===== config.mk =====
export PLATFORM = sky130hd
export DESIGN_NAME = hardcloud_kernel_sequencer
export DESIGN_NICKNAME = d
export VERILOG_FILES = /design/src/rtl/hardcloud_seq_pkg.sv /design/src/rtl/hardcloud_chunk_gen.sv /design/src/rtl/hardcloud_kernel_sequencer.sv
export SDC_FILE = /design/constraint.sdc
export NUM_CORES = 1
export LEC_CHECK = 0
export ABC_AREA = 1
export CAP_MARGIN = 5
export CORE_AREA = 2 2 221 223
export CTS_BUF_LIST = sky130_fd_sc_hd__clkbuf_2 sky130_fd_sc_hd__clkbuf_4 sky130_fd_sc_hd__clkbuf_8
export DETAILED_ROUTE_END_ITERATION = 6
export DIE_AREA = 0 0 223 225
export DONT_BUFFER_PORTS = 1
export PLACE_DENSITY = 0.48
export SYNTH_ARGS = -nofsm -noshare
export SYNTH_HDL_FRONTEND = slang
export SYNTH_HIERARCHICAL = 1
export SYNTH_SLANG_ARGS = --single-unit

===== constraint.sdc =====
create_clock -name aclk -period 4.35 [get_ports aclk]
set_input_delay 1.305 -clock aclk [delete_from_list [all_inputs] [get_ports aclk]]
set_output_delay 1.305 -clock aclk [all_outputs]
set_load 0.005 [all_outputs]

===== src/rtl/hardcloud_seq_pkg.sv =====
// Shared types and widths for the kernel sequencer and its chunk generator.
package hardcloud_seq_pkg;

  localparam int unsigned CMD_BYTES_W           = 32;
  localparam int unsigned MAX_OUTSTANDING_LIMIT = 15;
  // Sized for the largest legal MAX_OUTSTANDING so any configuration fits.
  localparam int unsigned OUTSTANDING_W         = $clog2(MAX_OUTSTANDING_LIMIT + 1);

  typedef enum logic [2:0] {
    StIdle,
    StIssue,
    StWait,
    StDrain,
    StDone
  } seq_state_e;

endpackage


===== src/rtl/hardcloud_chunk_gen.sv =====
// Tracks the remaining byte count and both chunk pointers; yields the current chunk
// length and steps all three forward by one chunk on advance_i.
module hardcloud_chunk_gen
  import hardcloud_seq_pkg::*;
#(
  parameter int unsigned CHUNK_BYTES = 4096,
  parameter int unsigned ADDR_W      = 64
) (
  input  logic                   aclk,
  input  logic                   areset,
  input  logic                   load_i,
  input  logic [CMD_BYTES_W-1:0] xfer_bytes_i,
  input  logic [ADDR_W-1:0]      src_ptr_i,
  input  logic [ADDR_W-1:0]      dst_ptr_i,
  input  logic                   advance_i,
  output logic [CMD_BYTES_W-1:0] chunk_bytes_o,
  output logic [ADDR_W-1:0]      rd_addr_o,
  output logic [ADDR_W-1:0]      wr_addr_o,
  output logic                   last_o
);

  localparam logic [CMD_BYTES_W-1:0] ChunkLen = CMD_BYTES_W'(CHUNK_BYTES);

  logic [CMD_BYTES_W-1:0] remaining_q, remaining_d;
  logic [ADDR_W-1:0]      rd_addr_q, rd_addr_d;
  logic [ADDR_W-1:0]      wr_addr_q, wr_addr_d;
  logic [CMD_BYTES_W-1:0] chunk;

  assign chunk         = (remaining_q < ChunkLen) ? remaining_q : ChunkLen;
  assign chunk_bytes_o = chunk;
  assign rd_addr_o     = rd_addr_q;
  assign wr_addr_o     = wr_addr_q;
  assign last_o        = (remaining_q == chunk);

  always_comb begin
    remaining_d = remaining_q;
    rd_addr_d   = rd_addr_q;
    wr_addr_d   = wr_addr_q;
    if (load_i) begin
      remaining_d = xfer_bytes_i;
      rd_addr_d   = src_ptr_i;
      wr_addr_d   = dst_ptr_i;
    end else if (advance_i) begin
      // Pointer sums wrap naturally at 2^ADDR_W.
      remaining_d = remaining_q - chunk;
      rd_addr_d   = rd_addr_q + ADDR_W'(chunk);
      wr_addr_d   = wr_addr_q + ADDR_W'(chunk);
    end
  end

  always_ff @(posedge aclk) begin
    if (areset) begin
      remaining_q <= '0;
      rd_addr_q   <= '0;
      wr_addr_q   <= '0;
    end else begin
      remaining_q <= remaining_d;
      rd_addr_q   <= rd_addr_d;
      wr_addr_q   <= wr_addr_d;
    end
  end

endmodule


===== src/rtl/hardcloud_kernel_sequencer.sv =====
// Runs one kernel transfer: splits it into chunks, issues paired read/write commands
// with bounded outstanding writes, and pulses ap_done once every write has completed.
module hardcloud_kernel_sequencer
  import hardcloud_seq_pkg::*;
#(
  parameter int unsigned CHUNK_BYTES     = 4096,
  parameter int unsigned MAX_OUTSTANDING = 4,
  parameter int unsigned ADDR_W          = 64
) (
  input  logic                   aclk,
  input  logic                   areset,
  input  logic                   ap_start,
  output logic                   ap_done,
  output logic                   ap_idle,
  input  logic [CMD_BYTES_W-1:0] xfer_bytes,
  input  logic [ADDR_W-1:0]      src_ptr,
  input  logic [ADDR_W-1:0]      dst_ptr,
  output logic                   rd_cmd_valid,
  input  logic                   rd_cmd_ready,
  output logic [ADDR_W-1:0]      rd_cmd_addr,
  output logic [CMD_BYTES_W-1:0] rd_cmd_bytes,
  output logic                   wr_cmd_valid,
  input  logic                   wr_cmd_ready,
  output logic [ADDR_W-1:0]      wr_cmd_addr,
  output logic [CMD_BYTES_W-1:0] wr_cmd_bytes,
  input  logic                   wr_done
);

  localparam logic [OUTSTANDING_W-1:0] MaxOut = OUTSTANDING_W'(MAX_OUTSTANDING);

  seq_state_e               state_q, state_d;
  logic                     rd_acc_q, rd_acc_d;
  logic                     wr_acc_q, wr_acc_d;
  logic [OUTSTANDING_W-1:0] out_q, out_d;

  logic                   load, issue, rd_hs, wr_hs, done_ok, last;
  logic [CMD_BYTES_W-1:0] chunk_bytes;

  hardcloud_chunk_gen #(
    .CHUNK_BYTES (CHUNK_BYTES),
    .ADDR_W      (ADDR_W)
  ) u_chunk_gen (
    .aclk          (aclk),
    .areset        (areset),
    .load_i        (load),
    .xfer_bytes_i  (xfer_bytes),
    .src_ptr_i     (src_ptr),
    .dst_ptr_i     (dst_ptr),
    .advance_i     (issue),
    .chunk_bytes_o (chunk_bytes),
    .rd_addr_o     (rd_cmd_addr),
    .wr_addr_o     (wr_cmd_addr),
    .last_o        (last)
  );

  assign rd_cmd_bytes = chunk_bytes;
  assign wr_cmd_bytes = chunk_bytes;

  // Each valid drops on its own handshake; the chunk counts as issued once both are in.
  assign rd_cmd_valid = (state_q == StIssue) && !rd_acc_q;
  assign wr_cmd_valid = (state_q == StIssue) && !wr_acc_q;
  assign rd_hs        = rd_cmd_valid && rd_cmd_ready;
  assign wr_hs        = wr_cmd_valid && wr_cmd_ready;
  assign issue        = (state_q == StIssue) && (rd_acc_q || rd_hs) && (wr_acc_q || wr_hs);
  assign done_ok      = wr_done && (out_q != '0) &&
                        (state_q inside {StIssue, StWait, StDrain});
  assign out_d        = load ? '0 : out_q + OUTSTANDING_W'(issue) - OUTSTANDING_W'(done_ok);

  always_comb begin
    state_d  = state_q;
    rd_acc_d = rd_acc_q;
    wr_acc_d = wr_acc_q;
    load     = 1'b0;
    ap_idle  = 1'b0;
    ap_done  = 1'b0;
    unique case (state_q)
      StIdle: begin
        ap_idle = 1'b1;
        if (ap_start) begin
          load    = 1'b1;
          state_d = (xfer_bytes == '0) ? StDone : StIssue;
        end
      end
      StIssue: begin
        rd_acc_d = rd_acc_q || rd_hs;
        wr_acc_d = wr_acc_q || wr_hs;
        if (issue) begin
          rd_acc_d = 1'b0;
          wr_acc_d = 1'b0;
          if (last) begin
            state_d = StDrain;
          end else if (out_d >= MaxOut) begin
            state_d = StWait;
          end
        end
      end
      StWait: begin
        if (out_d < MaxOut) state_d = StIssue;
      end
      StDrain: begin
        if (out_d == '0) state_d = StDone;
      end
      StDone: begin
        ap_done = 1'b1;
        state_d = StIdle;
      end
      default: state_d = StIdle;
    endcase
  end

  always_ff @(posedge aclk) begin
    if (areset) begin
      state_q  <= StIdle;
      rd_acc_q <= 1'b0;
      wr_acc_q <= 1'b0;
      out_q    <= '0;
    end else begin
      state_q  <= state_d;
      rd_acc_q <= rd_acc_d;
      wr_acc_q <= wr_acc_d;
      out_q    <= out_d;
    end
  end

endmodule


* Word-level counts from Yosys, hierarchy flattened
Cells that the tools add are included.
** Storage, ports and cells
- Flip-flop bits (word level) :: 169
- Bits in latches :: 0
- Memory bits (read-only) :: 0
- Memories kept :: 0
- Logic and storage cells :: 66
- Output and inout bits :: 196
- Bits in writable memories :: 0
- Bits of input ports :: 166
** Operators by class
- Divide/modulo/power cells :: 0
- Bitwise logic cells :: 0
- Multiply operators :: 0
- Equal/unequal tests :: 10
- Order comparisons :: 3
- Mux-type cells :: 22
- Add/subtract/negate cells :: 5
- Shifts and indexed selects :: 0
- Reduce and logical (&&, ||, !) cells :: 19
** Operator list (count)
- two-way mux 64 bit :: 4
- adder 64 x 32 -> 64 bit :: 2
- two-way mux 32 bit :: 3
- == test 32 bit :: 1
- zero test 32 bit :: 1
- less-than comparator 32 x 13 -> 1 bit, second input constant :: 1
- subtractor 32 bit :: 1
- two-way mux 3 bit :: 7
- case mux 3 bit (4 select lines) :: 1
- logical AND 1 bit :: 8
- == test 3 x 2 -> 1 bit, second input constant :: 2
- two-way mux 1 bit :: 6
- AND reduction 5 bit :: 1
- adder 4 x 1 -> 4 bit :: 1
- >= comparator 4 x 3 -> 1 bit, second input constant :: 1
- zero test 4 bit :: 1
- less-than comparator 4 x 3 -> 1 bit, second input constant :: 1
- two-way mux 4 bit :: 1
- inequality test 2 x 1 -> 1 bit, second input constant :: 2
- inequality test 2 bit, second input constant :: 2
- nonzero test 4 bit :: 1
- subtractor 4 x 1 -> 4 bit :: 1
- == test 3 x 1 -> 1 bit, second input constant :: 1
- == test 3 bit, second input constant :: 1
- 6 further kinds :: 8

* Logic depth before layout (Yosys ltp)
Gate-level depths: netlist of run 1.
- Depth in word-level cells :: 14
- Depth in mapped cells :: 25
- Gate-level depth less buffers :: 22

* Cells and area by module
Netlist of run 1, hierarchy kept.
** Modules (own cells, without submodules)
- hardcloud_chunk_gen :: cells each 2384, seq. area each 3203.1 sq um, instances 1, area each 14062.2 sq um
- hardcloud_kernel_sequencer :: cells each 156, seq. area each 180.2 sq um, instances 1, area each 1063.5 sq um

* Least setup slack after synthesis of run 1
OpenSTA, ideal clock, no wires.
- Path type :: reg-to-reg
- From :: register u_chunk_gen.remaining_q[18]
- To :: register u_chunk_gen.rd_addr_q[45] (netlist: u_chunk_gen/rd_addr_o[45])
- Data required time :: 4218 ps
- Cell stages (with the launch flop) :: 21
- Period minus slack after synthesis :: 3352 ps
- Setup time :: 132 ps
- Path slack :: 998 ps
- Path buffers :: 3
- Arrival time :: 3220 ps
- Path through :: dfxtp_1 nor2_4 nand2_2 nor2_4 nand3_4 buf_4 clkbuf_1 buf_1 nor2_1 ha_1 a21oi_1 nand2_1 nand2_1 nand2_1 nand3_1 nand2_1 nand2_1 nand3_1 or2_2 nand3_1 a21oi_1
** On the way
- Cells in the longest elaborated chain, start to end :: 5
** RTL lines
- from (decl) :: RTL line hardcloud_chunk_gen.sv:24 : logic [CMD_BYTES_W-1:0] remaining_q, remaining_d;
- from (signal assigned) :: RTL line hardcloud_chunk_gen.sv:57 : remaining_q <= remaining_d;
- less-than comparator 32 x 13 -> 1 bit :: RTL line hardcloud_chunk_gen.sv:29 : assign chunk = (remaining_q < ChunkLen) ? remaining_q : ChunkLen;
- two-way mux 32 bit :: RTL line hardcloud_chunk_gen.sv:29
- named net rd_cmd_bytes[12] :: RTL line hardcloud_kernel_sequencer.sv:21 : output logic [CMD_BYTES_W-1:0] rd_cmd_bytes,
- adder 64 x 32 -> 64 bit :: RTL line hardcloud_chunk_gen.sv:46 : rd_addr_d = rd_addr_q + ADDR_W'(chunk);
- two-way mux 64 bit :: RTL line hardcloud_chunk_gen.sv:43 : end else if (advance_i) begin
- two-way mux 64 bit :: RTL line hardcloud_chunk_gen.sv:39 : if (load_i) begin
- to (signal assigned) :: RTL line hardcloud_chunk_gen.sv:58 : rd_addr_q <= rd_addr_d;
- to (decl) :: RTL line hardcloud_chunk_gen.sv:25 : logic [ADDR_W-1:0] rd_addr_q, rd_addr_d;
The timed path passes the listed nets, and every way through them passes these cells. The select of a mux whose other input is x is not followed.
A chain may end at the register's enable or synchronous reset.

* Worst setup path in the final report of run 1
- From :: register u_chunk_gen.remaining_q[28]
- To :: register u_chunk_gen.rd_addr_q[47] (netlist: u_chunk_gen/rd_addr_o[47])
** On the way
- Cells in the longest elaborated chain, start to end :: 5
** RTL lines (RTL line)
- less-than comparator 32 x 13 -> 1 bit :: hardcloud_chunk_gen.sv:29
- two-way mux 32 bit * :: hardcloud_chunk_gen.sv:29
- adder 64 x 32 -> 64 bit * :: hardcloud_chunk_gen.sv:46
- two-way mux 64 bit * :: hardcloud_chunk_gen.sv:43
- two-way mux 64 bit * :: hardcloud_chunk_gen.sv:39
Every way passes the cells marked *; elsewhere a longest branch is shown, timed or not. The select of a mux whose other input is x is not followed.

==> results.yml, run 1 <==
status:
  run_status: "finished, final reports clean"
final_layout:
  nNetsFinal: 2755
  post-route-cell-area_mm2: 0.0161
  final_util: 0.339
  area_growth_synth_to_finish_pct: 6.53
  final-instance-count-excl-fill: 3144
  drive_above_1_share: 0.0490
  n_antenna_cell: 0
timing:
  clock.fmax_mhz: 248
  setup_viol: 0
  tightestPinTransition_ps: 886
  fin_skew_ps: 24.4
  fin_crit_sh: 0.925
  report.final.hold_viol_count: 0
  grt_setup_unrepaired: "no"
  slew_headroom: 0.406
  timing.setup.tns_ps: 0
  fin_crit_ps: 4020
  final-max-slew-violation-count: 0
floorplan:
  start_util: 0.318
  fp.dieW_um: 223
  chipHeight_um: 225
  row_count: 80
  ios: 362
  core-area_mm2: 0.0475
  dieArea_mm2: 0.0502
worst_hold_path:
  hold_path.class: "register to register"
global_routing:
  globalRouteTotalUtil: 0.251
  via_count_of_the_first_global_routing_pass: 15700
  grt_antenna_before_repair: 1
  grt_remaining_overflow: 0
  global_route_wire_length_before_repair_mm: 96.0
  grt_start_max_net_pins: 168
synthesis:
  yosys_synthesis_warning_count: 6
  syn-instance-count: 2540
  synth-seq-cells: 169
  async_reset_ff_frac: 0
  share_of_synthesized_area_occupied_by_flip_flops_and_latches: 0.224
  synth_enable_flop_cells: 0
  post_synth_num_cell_types: 51
  synth_area_per_cell_um2: 5.96
  mappedNetlistArea_mm2: 0.0151
  postSynth.topFlopCell: "dfxtp_1"
clock_tree:
  clock_pin_slew_of_the_registers_on_the_worst_case_setup_and_hold_paths_ps: 100
  cts_tree: "built"
  clock_sink_count: 169
  cts_inserted_buffers: 17
  cts-htree-levels: 4
  worstSkewPairLatency_ps: 590
  cts_buffer_depth: 2
  root_buffer: "clkbuf_8"
pwr:
  final_total_power_mw: 7.61
  power_leakage_nw: 6.87
  vdd.ir_drop.worst_mv: 0.388
  powerDensity_mw_per_mm2: 472
placed_design:
  finalWeightedCongestion: 0.942
  place.port_buffers: 0
  detailedPlacementHpwl_mm: 50.6
  postPlaceCellArea_mm2: 0.0157
  post-place-cells: 3112
setup_path:
  critical_path.most_common_cell: "nand3_1"
  worstPathMaxFanout: 29
  crit_path_cell_trace: "nor2_1 -> nand2_1 -> nor2_2 -> nand3_4 -> nor2_1 -> ha_1 -> a21oi_1 -> inv_1 -> nor2_1 -> nand2_1 -> nand3_1 -> nand2_1 -> nand3_1 -> nand3_1 -> or2_2 -> nand3_1 -> a21oi_1"
  cp_slowest_stage_delay_ps: 630
  startpoint_kind_of_the_worst_setup_timing_path: "register"
  critical_path_capture_point_type: "register"
  worstSetupPathType: "register to register"
  crit_path_top_delay_cell: "nor2_1"
  worst-endpoint-required_ps: 4810
  cp_data_arrival_time_ps: 4490
routing:
  drt_wl_total_mm: 64.0
  antenna_violating_nets_post_route: 0
  initialDrtViolationCount: 1370
  vias_per_inst: 5.32
  vias: 16700
  drt_pre_antenna_iters: 5
  avgRoutedWirePerCell_um: 20.4
  drt_drc_violations_left: 0
job:
  cap_viol_max_count: 0
-- path summary, 6_finish.rpt --
path	cells after the start	slack, ps	end	start
min reg2reg	2	510	state_q[1]	state_q[1]
max	17	330	u_chunk_gen/rd_addr_o[47]	u_chunk_gen/remaining_q[28]
min	2	510	state_q[1]	state_q[1]
max reg2reg	17	330	u_chunk_gen/rd_addr_o[47]	u_chunk_gen/remaining_q[28]
-- sequential cells by signal, indices dropped and copies added, names as in the netlist --
register	count
u_chunk_gen/rd_addr_o	64
state_q	3
rd_acc_q	1
u_chunk_gen/remaining_q	32
out_q	4
u_chunk_gen/wr_addr_o	64
wr_acc_q	1
-- critical path: cells and delay by family (launching register included) --
family | cells | cell delay [ps]
compound gates | 2 | 330
fa+ha+maj | 1 | 400
buf+inv | 1 | 80
flops | 1 | 350
simple gates | 13 | 2740
-- cells by family after synthesis --
logic type	after synthesis	share of synthesized area
XOR/XNOR	40	0.0232
flip-flops	169	0.224
AND/OR/NAND/NOR	1322	0.374
other	2	0.000497
adder cells (fa/ha/maj)	73	0.0619
buffers and inverters	408	0.114
AO/OA/AOI/OAI	526	0.202
-- placed cells by master (no fill, tap or decap), types with 5 or more instances in the layout --
master    count
clkbuf_8     17
or2_2         7
xor2_1       33
a21oi_1     236
nand3b_1     14
nand2_4       5
nor3_1       40
o21bai_1     12
nor2_4        5
conb_1       58
inv_2        10
xnor2_1       7
o21ai_0      94
nand3_1     173
nor2_1      265
dfxtp_1     169
nand2_2      14
a22oi_1      98
inv_1       273
nor4_1       20
buf_4        20
nand4_1      37
nand2_1     723
nor2_2        6
o21ai_1       6
a31o_2        5
ha_1         70
a31oi_1      58
-- Yosys cell counts (10+ instances only) --
library cell,instances,area [µm²]
buf_4,52,390
nand3b_1,14,105
nor2_1,269,1010
ha_1,70,876
dfxtp_1,169,3380
nand4_1,37,231
nand2_2,14,87.6
o21ai_0,94,470
nand3_1,173,866
a31oi_1,58,363
a22oi_1,98,736
nor4_1,20,125
inv_2,10,37.5
inv_1,274,1030
clkbuf_1,68,255
xor2_1,33,289
nor3_1,40,200
o21bai_1,12,90.1
nand2_1,723,2710
a21oi_1,236,1180
-- metrics by stage --
stage	setup WS (ps)	hold slack, ps
floorplan	998	460
CTS	196	510
global placement	365	479
detailed placement	331	494
global route	54.2	533
finish	326	510
-- routing by layer --
layer  global-route usage  up-vias  part of all wire
met5                    0        -           0.00020
met4               0.0699        2             0.017
met3               0.0506       54             0.065
met2                0.416      547              0.46
met1                0.332     7816              0.46
li1                     -     8318                 -
-- cell type report --
cell class | count | area (µm²)
clock buffer | 18 | 241
clock inverter | 14 | 171
fill | 5408 | 31400
inverter | 285 | 1070
multi-input combinational | 2019 | 10200
sequential | 169 | 3380
tap | 615 | 769
timing repair buffer | 24 | 230
-- where the power goes --
part | total (mW) | switching, mW | internal [mW]
combinational | 3.82 | 2.60 | 1.22
sequential | 2.49 | 0.597 | 1.89
clock | 1.30 | 0.727 | 0.576
-- timing repair --
action,4_1_cts,5_1_grt
hold buffers,0,0
setup buffers,0,0
setup endpoints to repair,0,3
gates resized for setup,0,2
Power figures use the tool's default switching activity.
==> run 2, diff against run 1 <==
--- a/config.mk
+++ b/config.mk
@@ -12,7 +12,7 @@
 export DETAILED_ROUTE_END_ITERATION = 6
 export DIE_AREA = 0 0 223 225
 export DONT_BUFFER_PORTS = 1
-export PLACE_DENSITY = 0.48
+export PLACE_DENSITY_LB_ADDON = 0.15
 export SYNTH_ARGS = -nofsm -noshare
 export SYNTH_HDL_FRONTEND = slang
 export SYNTH_HIERARCHICAL = 1
==> run 2 against run 1 <==
Compared with the run above: sequential power barely moved; critical path depth is 4 higher; clock power shrank 5%; routed wire length up 1.5%.
==> results.yml, run 2 (synthesis gave the netlist of run 1 again) <==
routing:
  avgRoutedWirePerCell_um: 20.7
  drt_wl_total_mm: 65.0
  vias: 16800
  initialDrtViolationCount: 1390
  drt_pre_antenna_iters: 6
  antenna_violating_nets_post_route: 0
  drt_drc_violations_left: 0
  vias_per_inst: 5.34
floorplan:
  fp.dieW_um: 223
  dieArea_mm2: 0.0502
  start_util: 0.318
  chipHeight_um: 225
  core-area_mm2: 0.0475
  ios: 362
  row_count: 80
setup_path:
  critical_path.most_common_cell: "nand2_1"
  cp_slowest_stage_delay_ps: 440
  r2r_setup_slack_ps: 450
  crit_path_cell_trace: "nor2_1 -> nand2_1 -> nor2_2 -> nand3_4 -> nor2_1 -> ha_1 -> fa_1 -> nand3_1 -> nand2_1 -> nand2_1 -> nand2_1 -> nand2_1 -> nand2_1 -> nand2_1 -> nand3_1 -> nand2_1 -> nand2_1 -> nand2_1 -> nand2_1 -> nand2_1 -> a21oi_1"
  worst-endpoint-required_ps: 4850
  startpoint_kind_of_the_worst_setup_timing_path: "register"
  critical_path_capture_point_type: "register"
  worstSetupPathType: "register to register"
  worstReg2RegEnd: "u_chunk_gen/wr_addr_o[58]"
  crit_family: "simple AND/OR/NAND/NOR gates"
  crit_path_top_delay_cell: "nor2_1"
  worstPathMaxFanout: 29
  reg2reg_depth: 21
  regToRegStartpoint: "u_chunk_gen/remaining_q[24]"
  critical_path.n_buffers_inverters: 0
  cp_data_arrival_time_ps: 4400
  cp-startpoint: "u_chunk_gen/remaining_q[24]"
final_layout:
  layout.cells.most_common_list: "nand2_1 (723), inv_1 (273), nor2_1 (267)"
  register_area_mm2: 0.00338
  drive_above_1_share: 0.0486
  n_antenna_cell: 0
  nNetsFinal: 2756
  final.fill_count: 5428
  multi_input_area_mm2: 0.0102
  final-instance-count-excl-fill: 3145
  mostFrequentLayoutCell: "nand2_1"
  final_util: 0.338
  post-route-cell-area_mm2: 0.0161
  area_growth_synth_to_finish_pct: 6.31
worst_hold_path:
  hold_path_startpoint: "state_q[1]"
  hold_path_depth: 2
  hold_path.class: "register to register"
  worstHoldEndpoint: "state_q[1]"
timing:
  timing.setup.tns_ps: 0
  report.final.hold_viol_count: 0
  tightestPinTransition_ps: 760
  fin_skew_ps: 19.2
  fin_crit_ps: 3900
  final-max-slew-violation-count: 0
  grt_setup_unrepaired: "no"
  minimum_hold_slack_ps: 509
  setup_slack_ps: 450
  slew_headroom: 0.489
  setup_viol: 0
  clock.fmax_mhz: 256
  fin_crit_sh: 0.896
placed_design:
  worst_case_setup_slack_after_placement_ps: 494
  finalWeightedCongestion: 0.938
  post-place-cells: 3113
  detailedPlacementHpwl_mm: 51.4
  postPlaceCellArea_mm2: 0.0157
  place.port_buffers: 0
clock_tree:
  cts-htree-levels: 4
  cts_tree: "built"
  clock_sink_count: 169
  worstSkewPairLatency_ps: 580
  cts.repair.resized: 0
  cts_hold_buf: 0
  cts_inserted_buffers: 17
  post_cts.repair.setup_buffers: 0
  clock_pin_slew_of_the_registers_on_the_worst_case_setup_and_hold_paths_ps: 100
  root_buffer: "clkbuf_8"
  cts_buffer_depth: 2
pwr:
  vdd.ir_drop.worst_mv: 0.289
  final_total_power_mw: 7.58
  power_leakage_nw: 6.86
  powerDensity_mw_per_mm2: 471
global_routing:
  grt_remaining_overflow: 0
  grt_antenna_before_repair: 2
  globalRouteTotalUtil: 0.256
  grt_start_max_net_pins: 168
  via_count_of_the_first_global_routing_pass: 15900
  global_route_wire_length_before_repair_mm: 97.0
status:
  run_status: "finished, final reports clean"
job:
  cap_viol_max_count: 0
## run 2: cell types whose count changed in the layout (fill, tap and decap cells not counted), moves of 2 or more
cell / change
clkbuf_8: +3
buf_4: +2
bufinv_16: -2
nor2_2: -2
nor2_1: +2
## run 2: tightest hold or removal path, cell delays in order, from the launching register on
cell,delay [ps]
dfxtp_1,340
nor2_1,100
nor2_1,40
## run 2: metal layers
layer	routed length (µm)	GRT usage
met1	29600	0.334
met2	29100	0.413
met3	4500	0.0644
met4	1730	0.0844
met5	28	0
## run 2: final cells by class
type	count	share of cell area
clock buffer	20	0.0171
clock inverter	12	0.00716
inverter	285	0.0667
multi-input combinational	2019	0.637
sequential	169	0.210
tap	615	0.0479
timing repair buffer	25	0.0140
## run 2: worst max-delay path by stage
| stage | endpoint | slack [ps] | cells past startpoint |
|---|---|---|---|
| after global placement | u_chunk_gen/wr_addr_o[58] | 490 | 21 |
| after detailed placement | u_chunk_gen/wr_addr_o[58] | 490 | 21 |
| final | u_chunk_gen/wr_addr_o[58] | 450 | 21 |
| after floorplan | u_chunk_gen/rd_addr_o[45] | 1000 | 20 |
| after global routing | u_chunk_gen/wr_addr_o[58] | 110 | 21 |
| after CTS | rd_cmd_bytes[1] | 350 | 6 |
## run 2: report_power, final
part / total [mW] / internal, mW / switching (mW)
combinational: 3.84 / 1.21 / 2.63
sequential: 2.50 / 1.89 / 0.612
clock: 1.24 / 0.505 / 0.732
total: 7.58 / 3.61 / 3.97
==> run 3, diff against run 2 <==
--- a/config.mk
+++ b/config.mk
@@ -7,6 +7,8 @@
 export LEC_CHECK = 0
 export ABC_AREA = 1
 export CAP_MARGIN = 5
+export CELL_PAD_IN_SITES_DETAIL_PLACEMENT = 1
+export CELL_PAD_IN_SITES_GLOBAL_PLACEMENT = 1
 export CORE_AREA = 2 2 221 223
 export CTS_BUF_LIST = sky130_fd_sc_hd__clkbuf_2 sky130_fd_sc_hd__clkbuf_4 sky130_fd_sc_hd__clkbuf_8
 export DETAILED_ROUTE_END_ITERATION = 6
==> run 3 against run 2 <==
Compared with the run above: final area up 0.36%; largest cell class unchanged; worst hold slack worse by 4.0 ps; highest routed layer is now met4; routed wire length up 5.3%; sequential share of layout area down 0.075 points; setup slack worse by 93 ps; critical path type unchanged; via count up 2.8%; global-route usage up 1.7 points; sequential power about the same; utilization up 0.12 points; fmax down 2.3%; critical path depth down 3; register-to-register slack worse by 90 ps.
==> results.yml, run 3 (synthesis gave the netlist of run 1 again) <==
setup_path:
  critical_path_capture_point_type: "register"
  crit_path_cell_trace: "nor2_1 -> nand2_1 -> nor2_2 -> nand3_4 -> buf_4 -> nor2_1 -> ha_1 -> a21o_1 -> nand2_1 -> nand2_1 -> nand3b_1 -> nand2_1 -> nand3_1 -> nand2_1 -> nand2_1 -> nand2_1 -> nand3_1 -> a21oi_1"
  regToRegStartpoint: "u_chunk_gen/remaining_q[24]"
  startpoint_kind_of_the_worst_setup_timing_path: "register"
  cp-startpoint: "u_chunk_gen/remaining_q[24]"
  worstPathMaxFanout: 21
  crit_path_top_delay_cell: "ha_1"
  worstSetupPathType: "register to register"
  cp_slowest_stage_delay_ps: 370
  critical_path.most_common_cell: "nand2_1"
  worst-endpoint-required_ps: 4850
  critical_path.n_buffers_inverters: 1
  cp_data_arrival_time_ps: 4490
  crit_family: "simple AND/OR/NAND/NOR gates"
timing:
  fin_skew_ps: 22.1
  fin_crit_ps: 3990
  grt_setup_unrepaired: "no"
  timing.setup.tns_ps: 0
  setup_viol: 0
  tightestPinTransition_ps: 778
  final-max-slew-violation-count: 0
  minimum_hold_slack_ps: 505
  clock.fmax_mhz: 250
  slew_headroom: 0.477
  report.final.hold_viol_count: 0
  fin_crit_sh: 0.918
routing:
  drt_drc_violations_left: 0
  avgRoutedWirePerCell_um: 21.7
  drt_pre_antenna_iters: 5
  drt_wl_total_mm: 68.4
  vias: 17200
  initialDrtViolationCount: 974
  antenna_violating_nets_post_route: 0
  vias_per_inst: 5.48
clock_tree:
  root_buffer: "clkbuf_8"
  cts-htree-levels: 4
  cts_inserted_buffers: 17
  clock_sink_count: 169
  post_cts.repair.setup_buffers: 0
  cts.repair.resized: 0
  cts_hold_buf: 0
  clock_pin_slew_of_the_registers_on_the_worst_case_setup_and_hold_paths_ps: 100
  cts_buffer_depth: 2
  worstSkewPairLatency_ps: 590
  cts_tree: "built"
pwr:
  power_frac_clock: 0.168
  final_total_power_mw: 7.76
  power.net_switching_mw: 4.04
  pwr-share-seq: 0.322
  vdd.ir_drop.worst_mv: 0.250
  combinationalPowerShare: 0.510
  netSwitchingFraction: 0.520
  power_leakage_nw: 6.88
  intPower_mw: 3.72
  powerDensity_mw_per_mm2: 481
floorplan:
  fp.dieW_um: 223
  chipHeight_um: 225
  ios: 362
  dieArea_mm2: 0.0502
  row_count: 80
  start_util: 0.318
  core-area_mm2: 0.0475
final_layout:
  mostFrequentLayoutCell: "nand2_1"
  final_util: 0.339
  area_growth_synth_to_finish_pct: 6.69
  post-route-cell-area_mm2: 0.0161
  layout.cells.most_common_list: "nand2_1 (723), inv_1 (273), nor2_1 (267)"
  nNetsFinal: 2758
  drive_above_1_share: 0.0494
worst_hold_path:
  hold_path_startpoint: "state_q[1]"
  hold_path.class: "register to register"
job:
  cap_viol_max_count: 0
global_routing:
  via_count_of_the_first_global_routing_pass: 17500
  global_route_wire_length_before_repair_mm: 104
  globalRouteTotalUtil: 0.273
  grt_start_max_net_pins: 168
  grt_remaining_overflow: 0
  grt_antenna_before_repair: 1
placed_design:
  detailedPlacementHpwl_mm: 55.2
  postPlaceCellArea_mm2: 0.0157
  finalWeightedCongestion: 0.939
  place.port_buffers: 0
status:
  run_status: "finished, final reports clean"
-- run 3: worst reg2reg max path, cell delays in order (launching register included) --
cell	delay (ps)
dfxtp_1	360
nor2_1	160
nand2_1	130
nor2_2	250
nand3_4	270
buf_4	290
nor2_1	370
ha_1	370
a21o_1	220
nand2_1	60
nand2_1	60
nand3b_1	280
nand2_1	130
nand3_1	300
nand2_1	220
nand2_1	70
nand2_1	60
nand3_1	140
a21oi_1	180
-- run 3: worst paths after layout --
check	to	slack, ps	cells past startpoint
min	state_q[1]	500	2
max	u_chunk_gen/rd_addr_o[42]	360	18
max reg2reg	u_chunk_gen/rd_addr_o[42]	360	18
min reg2reg	state_q[1]	500	2
-- run 3: cell type report --
cell class,instances,area [µm²]
inverter,285,1070
clock buffer,23,304
antenna,1,2.50
timing repair buffer,27,253
fill,6373,31400
sequential,169,3380
clock inverter,9,114
tap,615,769
multi-input combinational,2019,10200
-- run 3: metal layers --
metal | track usage | vias to the layer above | share of wire
met5 | 0 | - | 0
met4 | 0.0877 | 0 | 0.025
met3 | 0.0591 | 90 | 0.059
met2 | 0.439 | 443 | 0.45
met1 | 0.363 | 8378 | 0.46
li1 | - | 8335 | -
-- run 3: stage by stage --
stage / setup WS, ps / cells
finish: 358 / 3148
floorplan: 998 / 2596
global route: 40.2 / 3148
detailed placement: 443 / 3115
CTS: 302 / 3147
global placement: 502 / 3115
-- run 3: power groups by stage --
| stage | clock [mW] | combinational (mW) | sequential (mW) |
|---|---|---|---|
| floorplan | 0 | 2.83 | 2.27 |
| global placement | 0 | 3.77 | 2.52 |
| detailed placement | 0 | 3.83 | 2.54 |
| CTS | 1.36 | 3.85 | 2.50 |
| global route | 1.41 | 4.42 | 2.55 |
| finish | 1.30 | 3.96 | 2.50 |
